<file path="config.mk">
export PLATFORM = sky130hd
export DESIGN_NAME = line_buffer_controller
export DESIGN_NICKNAME = d
export VERILOG_FILES = /design/src/rtl/line_buffer_pkg.sv /design/src/rtl/wrap_counter.sv /design/src/rtl/line_buffer_controller.sv
export SDC_FILE = /design/constraint.sdc
export NUM_CORES = 1
export LEC_CHECK = 0
export ABC_AREA = 0
export CELL_PAD_IN_SITES_DETAIL_PLACEMENT = 0
export CELL_PAD_IN_SITES_GLOBAL_PLACEMENT = 2
export CORE_MARGIN = 4
export CORE_UTILIZATION = 25
export DETAILED_ROUTE_END_ITERATION = 16
export PLACE_DENSITY_LB_ADDON = 0.1
export SYNTH_ARGS = -nofsm -noshare
export SYNTH_HDL_FRONTEND = slang
export SYNTH_SLANG_ARGS = --single-unit
export TNS_END_PERCENT = 1
</file>
<file path="constraint.sdc">
create_clock -name Clock -period 2.03 [get_ports Clock]
set_input_delay 0.609 -clock Clock [delete_from_list [all_inputs] [get_ports Clock]]
set_output_delay 0.609 -clock Clock [all_outputs]
set_load 0.02 [all_outputs]
</file>
<file path="src/rtl/line_buffer_pkg.sv">
// Shared definitions for the line-buffer controller.
//   state_e         : controller FSM encoding
//   win_first()     : first row/column index at which a full window exists
//   fill_last_row() : last row that is only buffered, never windowed
package line_buffer_pkg;

  typedef enum logic [1:0] {
    StIdle,
    StFill,
    StStream,
    StDone
  } state_e;

  function automatic int unsigned win_first(input int unsigned window_size);
    return window_size - 1;
  endfunction

  function automatic int unsigned fill_last_row(input int unsigned window_size);
    return window_size - 2;
  endfunction

endpackage

</file>
<file path="src/rtl/wrap_counter.sv">
// Modulo-N counter with enable and synchronous clear.
//   clk_i   : clock
//   clr_i   : synchronous clear, dominates en_i
//   en_i    : advance by one
//   count_o : current count, 0 .. Modulus-1
//   wrap_o  : en_i asserted while at Modulus-1 (count returns to 0 on this edge)
module wrap_counter #(
  parameter int unsigned Width   = 3,
  parameter int unsigned Modulus = 7
) (
  input  logic             clk_i,
  input  logic             clr_i,
  input  logic             en_i,
  output logic [Width-1:0] count_o,
  output logic             wrap_o
);

  localparam logic [Width-1:0] Last = Width'(Modulus - 1);

  logic [Width-1:0] count_q, count_d;

  assign wrap_o  = en_i && (count_q == Last);
  assign count_o = count_q;

  always_comb begin
    count_d = count_q;
    if (clr_i) begin
      count_d = '0;
    end else if (en_i) begin
      count_d = wrap_o ? '0 : count_q + 1'b1;
    end
  end

  always_ff @(posedge clk_i) begin
    count_q <= count_d;
  end

endmodule

</file>
<file path="src/rtl/line_buffer_controller.sv">
// Raster-scan controller feeding a (WindowSize-1)-row line buffer and flagging
// pixels that complete a WindowSize x WindowSize window.
//   Clock, Reset        : clock, synchronous active-high reset
//   Start               : begins a frame (only honoured in idle)
//   PixelValid/PixelData: upstream binary pixel stream
//   PixelReady          : pixel accepted when PixelValid && PixelReady
//   LbWriteEnable/LbAddr/LbData : zero-latency line-buffer write port
//   Column, Row         : position of the next pixel to be accepted
//   WindowValid         : registered pulse after a window-completing pixel
//   FrameDone, Busy     : end-of-frame pulse, frame in progress
module line_buffer_controller
  import line_buffer_pkg::*;
#(
  parameter int unsigned AddrWidth   = 3,
  parameter int unsigned ImageWidth  = 7,
  parameter int unsigned WindowSize  = 3,
  parameter int unsigned ImageHeight = 5,
  parameter int unsigned RowWidth    = 3
) (
  input  logic                 Clock,
  input  logic                 Reset,
  input  logic                 Start,
  input  logic                 PixelValid,
  input  logic                 PixelData,
  output logic                 PixelReady,
  output logic                 LbWriteEnable,
  output logic [AddrWidth-1:0] LbAddr,
  output logic                 LbData,
  output logic [AddrWidth-1:0] Column,
  output logic [RowWidth-1:0]  Row,
  output logic                 WindowValid,
  output logic                 FrameDone,
  output logic                 Busy
);

  localparam logic [AddrWidth-1:0] WinCol      = AddrWidth'(win_first(WindowSize));
  localparam logic [RowWidth-1:0]  WinRow      = RowWidth'(win_first(WindowSize));
  localparam logic [RowWidth-1:0]  FillLastRow = RowWidth'(fill_last_row(WindowSize));

  state_e state_q;
  logic   accept;
  logic   cnt_clr;
  logic   col_wrap;
  logic   row_wrap;
  logic   window_q;

  assign PixelReady    = (state_q == StFill) || (state_q == StStream);
  // Reset blocks acceptance so nothing is written or counted in a reset cycle.
  assign accept        = PixelValid && PixelReady && !Reset;
  assign LbWriteEnable = accept;
  assign LbAddr        = Column;
  assign LbData        = PixelData;

  // Holding the counters clear in idle guarantees a frame starts at (0,0).
  assign cnt_clr = Reset || (state_q == StIdle);

  wrap_counter #(
    .Width   (AddrWidth),
    .Modulus (ImageWidth)
  ) u_col_cnt (
    .clk_i   (Clock),
    .clr_i   (cnt_clr),
    .en_i    (accept),
    .count_o (Column),
    .wrap_o  (col_wrap)
  );

  // row_wrap marks acceptance of the very last pixel of the frame.
  wrap_counter #(
    .Width   (RowWidth),
    .Modulus (ImageHeight)
  ) u_row_cnt (
    .clk_i   (Clock),
    .clr_i   (cnt_clr),
    .en_i    (col_wrap),
    .count_o (Row),
    .wrap_o  (row_wrap)
  );

  always_ff @(posedge Clock) begin
    if (Reset) begin
      state_q  <= StIdle;
      window_q <= 1'b0;
    end else begin
      window_q <= accept && (Row >= WinRow) && (Column >= WinCol);
      unique case (state_q)
        StIdle:   if (Start) state_q <= StFill;
        StFill:   if (col_wrap && (Row == FillLastRow)) state_q <= StStream;
        StStream: if (row_wrap) state_q <= StDone;
        StDone:   state_q <= StIdle;
        default:  state_q <= StIdle;
      endcase
    end
  end

  assign WindowValid = window_q;
  assign FrameDone   = (state_q == StDone);
  assign Busy        = (state_q != StIdle);

endmodule

</file>
==> results.md <==
* WP data required at 1.42 ns
* Vias/cell at 4.39
* Share of cells above drive strength 1 at 23.3%
* Status: finished clean
* # IOs at 20
* RSZ-0062 raised after global routing: no
* # diodes at 0
* Vias in the first global route at 508
* IO Port Bufs at 17
* Num rows at 17
* DR pass1 iterations at 3
* CP arrival at 1.34 ns
* First-pass GRT wire length at 2.20 mm
* Max_cap viols at 0
* Gr ovfl total at 0
* Layout area overhead at 48.9%
* Clock period minus worst slack at 1.94 ns
* Crit path max fanout at 6
* Leak at 0.000436 uW
* DR WL/cell at 11.6 um
* Hold_buf cts at 0
* Post-Syn Nets at 79
* Fill cells at 245
* GRT Total Usage at 8.86%
* Fmax at 0.514 GHz
* Via count at 518
* Setup CP Type: flip-flop to output port
* Slowest stage delay, CP at 0.65 ns
* Hold Path Class: flip-flop to flip-flop
* Root Buffer: clkbuf_4
* DRC viols at 0
* Worst skew pair latency at 0.26 ns
* Hold WS at 0.515 ns
* Peak supply drop at 653 uV
* CP delay by family, top: buffers and inverters
* Iter 0 DRT Violations at 12
* Fraction of the yosys area taken by sequential cells at 30.6%
* Slew HR at 74.7%
* #FFs+latches synth at 9
* Clock transition at path regs at 0.08 ns
* Routability cong. at 0.672
* Num CTS Buffers at 3
* Yosys cell types at 24
* Initial antenna violation count at 0
* Nets at 105
* Die Y-Extent at 56.5 um
* Syn. warnings at 0
* Post-Route WL at 1.36 mm
* Clock buffer depth at 2
* Final ANT Viol Nets at 0
* # setup viols final at 0
* Final Hold Viols at 0
* Critical Path, Cell by Cell: clkdlybuf4s50_1
* Max-slew violation count at 0
* Dpl hpwl at 1.04 mm
* Clock Sinks at 9
* Postcts setup bufs at 0
* Core Util, Final at 39.2%
* Syn Inst Count at 65
* Chip Width at 56.5 um
* CP Launch Type: flip-flop
* Crit. End Element: output port
* Starting Density at 26.3%
* Sum of negative setup slack at 0 ns
* Final worst-path cycle share at 95.8%
* H-tree depth at 1
* Pin count of the biggest net entering global routing at 8
* Mean Syn Cell Area at 9.05 um^2
* Post-Syn Area at 588 um^2
* Worst slew pin tran at 0.378 ns
* Most frequent cells in the layout: 10 x buf_4, 9 x dfxtp_1, 8 x inv_1, 8 x ha_1, 8 x clkdlybuf4s50_1
* Die area at 3190 um^2
* CTS tree: done
* PD cells at 996 nW/um^2
* Slowest CP cell: clkdlybuf4s50_1
* Commonest non-fill, non-tap cell in the layout: buf_4
* Buffers & Inverters on Critical Path at 1
* Core Footprint at 2230 um^2
* Final Skew at 0.00310 ns
-- tightest hold or removal path: stages, from the launching register on --
cell and delay, ns:
dfxtp_1 0.35, nand2_1 0.07, a21oi_1 0.06
-- layer usage --
metal | wire length [um] | vias up | part of all wire (%) | global-route usage (%)
li1 | - | 266 | - | -
met1 | 686 | 241 | 50 | 11.8
met2 | 604 | 9 | 44 | 13.4
met3 | 60 | 2 | 4.4 | 2.07
met4 | 13 | 0 | 0.95 | 4.07
met5 | 0 | - | 0 | 0
-- where the power goes --
| part | leakage, uW | internal [uW] | switching, uW | total [uW] |
|---|---|---|---|---|
| Sequential | 0.0000729 | 197 | 12.6 | 210 |
| Clock | 0.0000177 | 72.7 | 76.0 | 149 |
| Combinational | 0.000346 | 261 | 252 | 513 |
-- stage by stage --
step | total power, uW | instance area, um^2 | cells | setup WS (ns)
after floorplan | 491 | 588 | 65 | 0.193
after global placement | 722 | 827 | 114 | -0.445
after detailed placement | 718 | 827 | 114 | -0.456
after CTS | 873 | 858 | 118 | -0.0128
after global routing | 941 | 876 | 118 | 0.000611
final | 872 | 876 | 118 | 0.0851
-- area by class of cell --
cell class	instances	area [um^2]	area share (%)
inverters	8	30.0	3.43
flip-flops and latches	9	180	20.6
repair buffers	26	240	27.4
well taps	28	35.0	4.00
clock buffers	3	22.5	2.57
clock inverters	1	5.00	0.571
multi-input cells	43	363	41.4
-- cell families (layout without fill, tap and decap cells) --
| family | Yosys count | after routing | share of synthesized area [%] |
|---|---|---|---|
| compound gates | 12 | 12 | 17.2 |
| xor+xnor | 1 | 1 | 1.49 |
| fa+ha+maj | 9 | 9 | 19.1 |
| buf+inv | 13 | 38 | 10.9 |
| flops | 9 | 9 | 30.6 |
| mux | 1 | 1 | 1.70 |
| simple gates | 20 | 20 | 18.9 |
-- path summary, 6_finish.rpt --
path,from,to,slack [ns],depth (start not counted)
min,u_row_cnt.count_o[0]$_SDFFE_PP0P_,u_row_cnt.count_o[0]$_SDFFE_PP0P_,0.51,2
max,u_col_cnt.count_o[1]$_SDFFE_PP0P_,LbAddr[1],0.09,1
max reg2reg,state_q[0]$_SDFFE_PP0P_,state_q[0]$_SDFFE_PP0P_,0.19,7
min reg2reg,u_row_cnt.count_o[0]$_SDFFE_PP0P_,u_row_cnt.count_o[0]$_SDFFE_PP0P_,0.51,2
-- timing repair --
action	in CTS	in global routing
gates cloned	0	0
resized for setup	8	9
setup endpoints to repair	4	6
-- cell usage after synthesis, drive strengths merged --
cell type | n | area, um^2
or2 | 1 | 6.26
nand2b | 2 | 12.5
buf | 4 | 30.0
xnor2 | 1 | 8.76
nand3 | 3 | 15.0
a21oi | 4 | 20.0
ha | 9 | 113
a2111oi | 1 | 8.76
mux2i | 1 | 10.0
inv | 8 | 30.0
nand3b | 2 | 27.5
nor3b | 1 | 7.51
a221oi | 1 | 8.76
clkbuf | 1 | 3.75
o31ai | 1 | 7.51
o41ai | 1 | 27.5
dfxtp | 9 | 180
nor3 | 1 | 5.00
o211ai | 1 | 12.5
nand2 | 4 | 15.0
nor2 | 6 | 22.5
o21ai | 2 | 10.0
o22ai | 1 | 6.26
-- sequential cells by signal (all words and copies together), names as in the netlist --
signal and flops:
u_col_cnt.count_o 3, WindowValid 1, state_q 2, u_row_cnt.count_o 3
No activity file was read; power rests on OpenSTA's default activity.
